### src/rtl/memory_pkg.sv
// Shared types for the memory-access pipeline stage: bus bundles, the
// execute->memory and memory->writeback pipeline registers, and FSM states.
package memory_pkg;

  // Common types: word type and data-bus request/response bundles
  typedef logic [31:0] u32;

  typedef struct packed {
    logic       valid;
    u32         addr;
    logic [3:0] strobe;
    u32         data;
  } dbus_req_t;

  typedef struct packed {
    logic addr_ok;
    logic data_ok;
    u32   data;
  } dbus_resp_t;

  // Pipeline types: register bundles between stages and the bus FSM states
  typedef struct packed {
    u32         alu_result;
    logic       mem_to_reg;
    logic       mem_write;
    logic       reg_write;
    logic       reg_dst;
    logic [4:0] rt;
    logic [4:0] rd;
    u32         pc;
    u32         instruction;
  } e_m_reg_t;

  typedef struct packed {
    u32         wb_value;
    logic       reg_write;
    logic [4:0] dst;
    u32         pc;
    u32         instruction;
  } m_w_reg_t;

  typedef enum logic [1:0] {
    IDLE,
    REQ,
    WAIT,
    DONE
  } mem_state_e;

  // An instruction needs the data bus if it is a load or a store
  function automatic logic is_mem_op(input e_m_reg_t r);
    return r.mem_to_reg | r.mem_write;
  endfunction

endpackage

### src/rtl/mem_fsm.sv
// Bus-transaction sequencer for the memory stage: state register,
// next-state selection, upstream stall and the load-data capture strobe.
module mem_fsm
  import memory_pkg::*;
(
  input  logic       clk,
  input  logic       reset,
  input  logic       mem_op,
  input  logic       skip_bus,
  input  logic       addr_ok,
  input  logic       data_ok,
  output mem_state_e state,
  output logic       mem_stall,
  output logic       data_capture
);

  // Walk one bus transaction: request until accepted, wait for data, then retire
  always_ff @(posedge clk) begin
    if (reset) begin
      state <= IDLE;
    end else begin
      case (state)
        IDLE: if (mem_op) state <= skip_bus ? DONE : REQ;
        REQ: begin
          if (addr_ok && data_ok) state <= DONE;
          else if (addr_ok)       state <= WAIT;
        end
        WAIT: if (data_ok) state <= DONE;
        DONE: state <= IDLE;
        default: state <= IDLE;
      endcase
    end
  end

  // The stall releases in DONE so the next instruction is captured as this one retires
  assign mem_stall = mem_op & (state != DONE);

  // data_ok only counts once the request itself has been accepted
  assign data_capture = ((state == REQ) & addr_ok & data_ok) |
                        ((state == WAIT) & data_ok);

endmodule

### src/rtl/memory.sv
// Memory-access pipeline stage: captures the execute result, runs LW/SW over
// the valid/addr_ok/data_ok data bus, stalls upstream while a transaction is
// in flight and hands the writeback bundle downstream.
// Optional build macro MEM_ALIGN_CHECK_EN: misaligned loads/stores skip the
// bus, retire with reg_write=0 and pulse the extra misalign output.
module memory
  import memory_pkg::*;
#(
  parameter int ADDR_W = 32,
  parameter int DATA_W = 32,
  localparam int STRB_W = DATA_W / 8
) (
  input  logic              clk,
  input  logic              reset,
  input  e_m_reg_t          e_m_reg,
  input  logic              e_m_valid,
  input  logic [DATA_W-1:0] store_data,
  output logic              dreq_valid,
  output logic [ADDR_W-1:0] dreq_addr,
  output logic [STRB_W-1:0] dreq_strobe,
  output logic [DATA_W-1:0] dreq_data,
  input  logic              dresp_addr_ok,
  input  logic              dresp_data_ok,
  input  logic [DATA_W-1:0] dresp_data,
  output m_w_reg_t          m_w_reg,
  output logic              m_w_valid,
  output logic              mem_stall
`ifdef MEM_ALIGN_CHECK_EN
  ,
  output logic              misalign
`endif
);

  e_m_reg_t          e_m_q;
  logic              valid_q;
  logic [DATA_W-1:0] store_q;
  logic [DATA_W-1:0] rdata_q;
  mem_state_e        state;
  logic              mem_op;
  logic              addr_bad;
  logic              data_capture;
  logic [4:0]        dst;
  dbus_req_t         req;
  dbus_resp_t        resp;

  assign resp.addr_ok = dresp_addr_ok;
  assign resp.data_ok = dresp_data_ok;
  assign resp.data    = dresp_data;

  // Input register holds the instruction (and its store data) for the whole transaction
  always_ff @(posedge clk) begin
    if (reset) begin
      e_m_q   <= '0;
      valid_q <= 1'b0;
      store_q <= '0;
    end else if (!mem_stall) begin
      e_m_q   <= e_m_reg;
      valid_q <= e_m_valid;
      store_q <= store_data;
    end
  end

  // Load data is only valid alongside data_ok, so it is kept for the DONE cycle
  always_ff @(posedge clk) begin
    if (reset) begin
      rdata_q <= '0;
    end else if (data_capture) begin
      rdata_q <= resp.data;
    end
  end

  assign mem_op = valid_q & is_mem_op(e_m_q);

`ifdef MEM_ALIGN_CHECK_EN
  assign addr_bad = e_m_q.alu_result[1:0] != 2'b00;
  assign misalign = (state == DONE) & addr_bad;
`else
  assign addr_bad = 1'b0;
`endif

  mem_fsm u_fsm (
    .clk          (clk),
    .reset        (reset),
    .mem_op       (mem_op),
    .skip_bus     (addr_bad),
    .addr_ok      (resp.addr_ok),
    .data_ok      (resp.data_ok),
    .state        (state),
    .mem_stall    (mem_stall),
    .data_capture (data_capture)
  );

  // Request fields come straight from the stalled input register, so they stay stable until accepted
  always_comb begin
    req        = '0;
    req.valid  = (state == REQ);
    req.addr   = e_m_q.alu_result;
    req.strobe = e_m_q.mem_write ? 4'hF : 4'h0;
    req.data   = store_q;
  end

  assign dreq_valid  = req.valid;
  assign dreq_addr   = req.addr[ADDR_W-1:0];
  assign dreq_strobe = req.strobe[STRB_W-1:0];
  assign dreq_data   = req.data[DATA_W-1:0];

  assign dst = e_m_q.reg_dst ? e_m_q.rd : e_m_q.rt;

  // Non-memory instructions retire in their capture cycle; memory ops retire only in DONE
  always_comb begin
    m_w_reg   = '0;
    m_w_valid = 1'b0;
    case (state)
      IDLE: begin
        if (valid_q && !is_mem_op(e_m_q)) begin
          m_w_valid           = 1'b1;
          m_w_reg.wb_value    = e_m_q.alu_result;
          m_w_reg.reg_write   = e_m_q.reg_write;
          m_w_reg.dst         = dst;
          m_w_reg.pc          = e_m_q.pc;
          m_w_reg.instruction = e_m_q.instruction;
        end
      end
      DONE: begin
        m_w_valid           = 1'b1;
        m_w_reg.wb_value    = (e_m_q.mem_to_reg && !addr_bad) ? rdata_q : e_m_q.alu_result;
        m_w_reg.reg_write   = e_m_q.reg_write & e_m_q.mem_to_reg & ~addr_bad;
        m_w_reg.dst         = dst;
        m_w_reg.pc          = e_m_q.pc;
        m_w_reg.instruction = e_m_q.instruction;
      end
      default: ;
    endcase
  end

endmodule

### config.mk
export PLATFORM = sky130hd
export DESIGN_NAME = memory
export DESIGN_NICKNAME = d
export VERILOG_FILES = /design/src/rtl/memory_pkg.sv /design/src/rtl/mem_fsm.sv /design/src/rtl/memory.sv
export SDC_FILE = /design/constraint.sdc
export NUM_CORES = 1
export LEC_CHECK = 0
export BUFFER_PORTS_ARGS = -buffer_cell sky130_fd_sc_hd__buf_2
export CAP_MARGIN = 10
export CORE_MARGIN = 2
export CORE_UTILIZATION = 42
export CTS_CLUSTER_SIZE = 40
export DETAILED_ROUTE_END_ITERATION = 16
export PLACE_DENSITY = 0.76
export SYNTH_ARGS = -nofsm -noshare
export SYNTH_HDL_FRONTEND = slang
export SYNTH_HIERARCHICAL = 1
export SYNTH_SLANG_ARGS = --single-unit
### constraint.sdc
create_clock -name clk -period 2.2 [get_ports clk]
set_input_delay 0.55 -clock clk [delete_from_list [all_inputs] [get_ports clk]]
set_output_delay 0.55 -clock clk [all_outputs]
set_load 0.1 [all_outputs]
[After elaboration in Yosys (flattened, before gate mapping)]
Index checks and enable logic that the tools add are counted.
Word-level totals
  flip-flop bits (word level): 177
  output and inout bits: 173
Operators by class
  reduce and logical (&&, ||, !) cells: 5
  bitwise logic cells: 8
  mux-type cells: 12
  equality and inequality tests: 7
Operators with widths (count)
  case mux 102 bit (2 select lines): 1
  2-to-1 mux 102 bit: 1
  2-to-1 mux 32 bit: 1
  2-to-1 mux 2 bit: 4
  case mux 2 bit (4 select lines): 1
  AND 1 bit: 6
  2-to-1 mux 5 bit: 1
  == test 2 bit, second input constant: 2
  2-to-1 mux 4 bit: 1
  != test 2 bit, second input constant: 2
  != test 3 x 1 -> 1 bit, second input constant: 1
  AND reduction 3 bit: 1
  == test 2 x 1 -> 1 bit, second input constant: 1
  logical AND 1 bit: 2
  logical NOT 2 bit: 1
  != test 2 x 1 -> 1 bit, second input constant: 1
  OR 1 bit: 2
  case mux 1 bit (2 select lines): 1
  logical NOT 1 bit: 1
  2-to-1 mux 1 bit: 1

[Longest topological paths before layout]
Gate-level depths: netlist of run 1.
  depth in word-level cells: 5
  gate-level depth with buffers: 8
  depth with buffers taken out: 6

[Hierarchy]
The synthesis of run 1 kept the hierarchy.
By module, submodules not included
  memory: cells each 738, area each 7329.5 um^2, instances 1
  mem_fsm: cells each 26, area each 207.7 um^2, instances 1

[Worst setup path after synthesis of run 1]
No wires, ideal clock.
  kind: reg2reg
  start: reg e_m_q[76] (netlist bit)
  end: reg e_m_q[18] (netlist bit)
  buffers on the path: 3
  slack: -854 ps
  stages on the path, launching flop included: 9
  data arrival time: 2926 ps
  clock period less this slack: 3054 ps
  cells stage by stage: dfxtp_1 o21a_1 inv_1 nor2_1 buf_2 buf_2 buf_2 mux2i_1 nor2_1
On the way
  longest elaborated chain between the ends: 3
Ends and longest elaborated chain
  start, declared: line memory.sv:34  | e_m_reg_t e_m_q;
  start signal, assigned: line memory.sv:57  | e_m_q <= e_m_reg;
  OR 1 bit: line memory_pkg.sv:51  | return r.mem_to_reg | r.mem_write;
  AND 1 bit: line memory.sv:72  | assign mem_op = valid_q & is_mem_op(e_m_q);
  net mem_op: line memory.sv:39  | logic mem_op;
  AND 1 bit: line mem_fsm.sv:36  | assign mem_stall = mem_op & (state != DONE);
  net mem_stall: line memory.sv:27  | output logic mem_stall
The timed path passes the listed nets, and every way through them passes these cells.
A chain may end at the register's enable or synchronous reset.

==> summary.md, run 1 <==
| Metric | Value |
|---|---|
| Post-Syn Instances | `~760` |
| Clock sinks | `approximately 180` |
| Gpl congestion | `about 0.82` |
| Library cells used by synthesis | `25` |
| Crit path from | `u_fsm/state[1]` |
| Vias in the first global route | `6,334` |
| Net count after synthesis | `950` |
| Worst EP required | `about 1700 ps` |
| Slowest CP cell | `dfxtp_4` |
| Final instance area | `12,500 um^2` |
| Hold Violations, Final | `0` |
| LEAKAGE | `5.54 nW` |
| Worst reg2reg startpoint | `u_fsm/state[0]` |
| Layout cell share with drive strength beyond 1 | `49.2%` |
| HPWL after DPL | `15,900 um` |
| All-layer global routing usage | `roughly 22%` |
| Max Fclk | `between 300 and 400 MHz` |
| Worst-margin pin slew | `527 ps` |
| Congestion Overflow GR | `0` |
| Maxcap violations | `0` |
| Worst-skew pair later-pin latency | `420 ps` |
| Die Span X | `138 um` |
| NumNets Final | `1,277` |
| Cell taking the most area after synthesis | `dfxtp_1` |
| Via density | `about 5` |
| Hold Startpoint | `store_data[22]` |
| Final worst slack | `-408 ps` |
| Antenna violations before repair | `1` |
| Initial core utilization | `43.3%` |
| VDD IR max | `0.000556 V` |
| Final setup viols | `103` |
| Final Power | `11.9 mW` |
| # DRC | `0` |
| FP Rows | `48` |
| Routed Antenna Nets | `0` |
| Slowest stage delay, CP | `380 ps` |
| Clock root buffer master | `clkbuf_16` |
| TritonRoute pass-1 iters | `6` |
| Area Overhead vs Synth | `66.5%` |
| CTS tree | `built` |
| Critical path, cell by cell | `inv_4 > ha_4 > nand2b_4 > o22ai_4 > buf_6 > clkbuf_16 > a22o_4 > buf_12` |
| Synth area leaders | `dfxtp_1 (47%), mux2i_1 (24%), nor2_1 (9.2%), and2_1 (5.3%), buf_4 (3.9%)` |
| Critical path type | `reg -> out` |
| Area of the multi-input gates | `3950 um^2` |
| Total number of vias | `6,653` |
| Register Area | `3550 um^2` |
| Worst reg-to-reg setup slack | `between 200 and 250 ps` |
| EDFF count, synth | `0` |
| Htree depth | `4` |
| Relative max-transition margin | `65.1%` |
| Core box area | `17,400 um^2` |
| Final Cycle Share | `119%` |
| Synthesized area | `7540 um^2` |
| WP buf/inv | `4` |
| Placed cells | `~1,300` |
| I/O pin count | `352` |
| Yosys Warn Count | `6` |
| RSZ-0062 raised after global routing | `yes` |
| Final setup TNS | `-34,790 ps` |
| Die Y | `138 um` |
| Largest net degree at the start of global routing | `61` |
| Worst Setup End Kind | `output pin` |
| Async S/R FF share, synth | `0%` |
| Worst hold slack | `360 ps` |
| Yosys reg bits | `around 180` |
| Initial DRC Count | `273` |
| Status | `complete, but fails checks` |
| Global-route wire length before repair | `32,500 um` |
| Fin crit period | `2610 ps` |
| Most frequent cells in the layout | `buf_2 (245), mux2i_1 (181), nor2_1 (177), dfxtp_1 (175), buf_12 (120)` |
| Worst setup SP type | `flop` |
| Die area | `19,000 um^2` |
| CTS Buf Count | `17` |
| Total Wirelength | `23,600 um` |
| Fillers | `1,127` |
| CTS Buffer Depth | `2` |
| Worst clock skew | `8.74 ps` |
| CP max FO | `8` |
| Crit path DAT | `roughly 2100 ps` |
| Sequential cell area fraction in the yosys report | `47.0%` |
| Area share of the leading cell type in the synthesized netlist | `47.0%` |
| Mean Syn Cell Area | `9.87 um^2` |
| Failing checks | `negative setup slack` |
| Top FF cell, synth | `dfxtp_1` |
| Clk slew on worst S/H paths | `70 ps` |
| Power per cell area | `947 nW/um^2` |
| Post-Layout Cell Count | `1,331` |
| # port buffers | `351` |
| Worst min-delay path category | `in -> reg` |
| Routed len/inst | `between 15 and 20 um` |
| Max-slew violation count | `0` |
| Family with the most delay on the worst path | `buffers and inverters` |
| Most common cell after layout, fill and taps aside | `buf_2` |
| DP Area | `roughly 11,000 um^2` |
-- synth_stat cells, types with 2 or more instances --
master      n
nor2_1    185
mux2i_1   181
dfxtp_1   177
and2_1     64
buf_4      39
a22o_1     32
clkbuf_1   23
buf_2      20
inv_1      10
ha_1        7
buf_6       6
nand2b_1    4
a21oi_1     3
a222oi_1    2
-- logic make-up after synthesis --
logic type | count (synthesis) | synth area share, %
and+or+nand+nor | 256 | 15.2
buffers and inverters | 100 | 7.85
DFF | 177 | 47.0
adders and majority gates | 7 | 1.16
other | 1 | 0.0498
muxes | 182 | 24.2
AOI/OAI and AO/OA | 41 | 4.58
-- where the power goes --
group	switching (mW)	leakage, nW	internal [mW]
sequential	0.215	1.47	3.50
clock	1.33	0.288	1.82
combinational	3.05	3.79	1.98
total	4.59	5.54	7.29
-- layer usage --
| metal | share of wire [%] | vias up | global-route usage, % |
|---|---|---|---|
| met5 | 0.055 | - | 0 |
| met2 | 53 | 266 | 40.6 |
| met4 | 2.5 | 2 | 7.43 |
| li1 | - | 3169 | - |
| met3 | 7.8 | 43 | 7.68 |
| met1 | 36 | 3173 | 23.2 |
-- worst paths after layout --
| kind | endpoint | cells past startpoint |
|---|---|---|
| worst max register to register | e_m_q[32] | 8 |
| worst min-delay path | dreq_data[22] | 3 |
| worst min register to register | dreq_data[6] | 2 |
| worst max-delay path | m_w_reg[92] | 8 |
-- worst min-delay path, cell delays in order --
cell and delay, ps:
buf_2 70, mux2i_1 50, nor2_1 70
-- sequential cells by signal, indices dropped and copies added, names as in the netlist --
name / flops
dreq_addr: 32
dreq_data: 32
e_m_q: 78
rdata_q: 32
u_fsm/state: 2
valid_q: 1
-- through the flow --
step,utilization [%],setup slack [ps]
floorplan,-,-203
global placement,64.3,20.4
detailed placement,64.3,-47.6
CTS,69.6,-409
global route,72.0,-473
finish,72.1,-408
-- timing repair --
action | 4_1_cts | 5_1_grt
setup buffers | 10 | 6
cloned | 3 | 8
pin swaps | 7 | 17
endpoints found under the setup margin | 104 | 103
hold buffers | 0 | 0
resized for setup | 24 | 41
-- layout make-up --
cell class / instances / area share (%)
Timing Repair Buffer: 396 / 32.5
Multi-Input combinational cell: 487 / 31.5
Sequential cell: 177 / 28.3
Clock buffer: 19 / 3.45
Tap cell: 225 / 2.24
Clock inverter: 13 / 1.40
Inverter: 11 / 0.449
Timing Repair inverter: 1 / 0.0897
Antenna cell: 2 / 0.0399
Power figures use the tool's default switching activity.
==> run 2, diff against run 1 <==
- BUFFER_PORTS_ARGS: -buffer_cell sky130_fd_sc_hd__buf_2 -> -buffer_cell sky130_fd_sc_hd__clkbuf_2
==> run 2 against run 1 <==
  * The flow still finishes with violations (negative setup slack)
  * Critical endpoint is now m_w_reg[93]
  * Critical path type unchanged
  * Power shrank 0.54%
  * Critical path depth is the same
  * Routed wire length shrank 0.85%
  * Highest routed layer is now met4
  * Global-route usage grew 1.2 points
  * Utilization shrank 0.52 points
  * First-iteration DRC count shrank 24%
==> summary.md, run 2 (synthesis gave the netlist of run 1 again) <==
| Metric | Value |
|---|---|
| Crit path DAT | `2100 ps` |
| HPWL after DPL | `approximately 16,000 um` |
| Slowest CP cell | `dfxtp_4` |
| Routed Antenna Nets | `0` |
| Worst reg-to-reg setup slack | `210 ps` |
| Final worst slack | `-448 ps` |
| RSZ-0062 raised after global routing | `yes` |
| Clock sinks | `177` |
| # DRC | `0` |
| Die Y | `~140 um` |
| CTS tree | `built` |
| Worst min-delay path category | `in -> reg` |
| WP buf/inv | `4` |
| Via density | `4.92` |
| Final Power | `approximately 12 mW` |
| Max Fclk | `378 MHz` |
| I/O pin count | `352` |
| Max-slew violation count | `0` |
| Largest Register | `e_m_q` |
| Gpl congestion | `0.798` |
| Crit path from | `u_fsm/state[0]` |
| Failing checks | `negative setup slack` |
| Worst slack at placement | `-41.5 ps` |
| Initial DRC Count | `207` |
| All-layer global routing usage | `about a quarter` |
| Die Span X | `138 um` |
| CP max FO | `8` |
| Critical path, cell by cell | `inv_4 > ha_4 > nand2b_4 > o22ai_4 > buf_6 > buf_16 > a22o_4 > buf_12` |
| Worst-skew pair later-pin latency | `420 ps` |
| R2r endpoint | `e_m_q[21]` |
| Antenna Cells | `0` |
| Post-CTS Hold Buffers | `0` |
| Slowest stage delay, CP | `about 360 ps` |
| Clock root buffer master | `clkbuf_16` |
| R2R cell count | `8` |
| Most frequent cells in the layout | `clkbuf_2 (246), mux2i_1 (181), nor2_1 (177), dfxtp_1 (175), buf_12 (115)` |
| FP Rows | `48` |
| Routed len/inst | `17.6 um` |
| Congestion Overflow GR | `0` |
| NumNets Final | `1,274` |
| Worst Setup EP | `m_w_reg[93]` |
| Fin crit period | `approximately 2600 ps` |
| Worst EP required | `1650 ps` |
| Htree depth | `4` |
| Status | `complete, but fails checks` |
| Worst hold slack | `roughly 350 ps` |
| Core box area | `17,400 um^2` |
| Hold Startpoint | `store_data[19]` |
| Largest net degree at the start of global routing | `60` |
| Area Overhead vs Synth | `65.3%` |
| Hold Violations, Final | `0` |
| Placed cells | `1,273` |
| Post-Layout Cell Count | `between 1,000 and 1,500` |
| Maxcap violations | `0` |
| CTS Buf Count | `17` |
| Stages on worst setup path | `8` |
| Global-route wire length before repair | `roughly 34,000 um` |
| Final setup TNS | `-35,490 ps` |
| # port buffers | `351` |
| Antenna violations before repair | `0` |
| Power per cell area | `approximately 950 nW/um^2` |
| Vias in the first global route | `~6,700` |
| VDD IR max | `0.000578 V` |
| Total number of vias | `approximately 6,500` |
| Family with the most delay on the worst path | `buffers and inverters` |
| Critical path type | `reg -> out` |
| Most common cell after layout, fill and taps aside | `clkbuf_2` |
| Worst reg2reg startpoint | `u_fsm/state[0]` |
| Max FFs per register | `78` |
| Worst clock skew | `10.9 ps` |
| LEAKAGE | `5.51 nW` |
| Initial core utilization | `~43%` |
| Clk slew on worst S/H paths | `70 ps` |
| Die area | `19,000 um^2` |
| Worst Setup End Kind | `output pin` |
| Total Wirelength | `23,400 um` |
| Worst setup SP type | `flop` |
| Final Cycle Share | `120%` |
| Relative max-transition margin | `60.6%` |
| Worst-margin pin slew | `594 ps` |
| Final setup viols | `about 100` |
| CTS Buffer Depth | `2` |
| Layout cell share with drive strength beyond 1 | `49.1%` |
| TritonRoute pass-1 iters | `4` |
==> run 2: cell count changes in the layout (fill, tap and decap cells not counted), sizes merged <==
cell	delta
buf	-246
clkinvlp	-1
clkbuf	+243
diode	-2
clkinv	+3
inv	-2
==> run 2: worst register-to-register path, cell delays in order, from the launching register on <==
cell	delay, ps
dfxtp_4	360
buf_4	150
ha_1	230
nor2_4	210
buf_4	160
buf_12	160
buf_12	210
mux2i_1	300
nor2_1	100
==> run 2: area by class of cell <==
| type | instances | area, um^2 |
|---|---|---|
| clock buffer | 19 | 443 |
| clock inverter | 13 | 176 |
| fill | 1192 | 4960 |
| inverter | 11 | 56.3 |
| multi-input combinational | 487 | 3940 |
| sequential | 177 | 3550 |
| tap | 225 | 282 |
| timing repair buffer | 393 | 4000 |
| timing repair inverter | 1 | 16.3 |
==> run 2: routing by layer <==
metal	up-vias	routed length [um]	GRT usage (%)
li1	3156	-	-
met5	-	0	0
met4	0	761	10.9
met2	256	12300	42.0
met3	57	1680	6.87
met1	3055	8650	24.8
==> run 2: timing repair <==
action,in CTS,in global routing
setup buffers,9,4
setup endpoints to repair,102,104
cloned,6,7
endpoints found under the hold margin,0,0
pin swaps,12,17
gates resized for setup,51,14
==> run 2: how the worst min path moves through the flow <==
stage                         end  slack [ps]  cells past startpoint
global route         dreq_data[6]         350                      3
floorplan              rdata_q[0]         460                      2
CTS                  dreq_data[9]         340                      3
global placement       rdata_q[5]         470                      2
finish              dreq_data[19]         350                      3
detailed placement       e_m_q[7]         480                      2
==> run 2: through the flow <==
step / utilization (%) / area [um^2]
after detailed placement: 64.3 / 11200
after global placement: 64.3 / 11200
after CTS: 70.9 / 12400
after floorplan: - / 7820
after global routing: 71.5 / 12500
final: 71.5 / 12500
==> run 2: report_power, final <==
group | internal [mW] | total [mW] | leakage (nW) | switching, mW
clock | 1.85 | 3.18 | 0.298 | 1.33
sequential | 3.49 | 3.71 | 1.47 | 0.213
combinational | 1.88 | 4.93 | 3.75 | 3.05
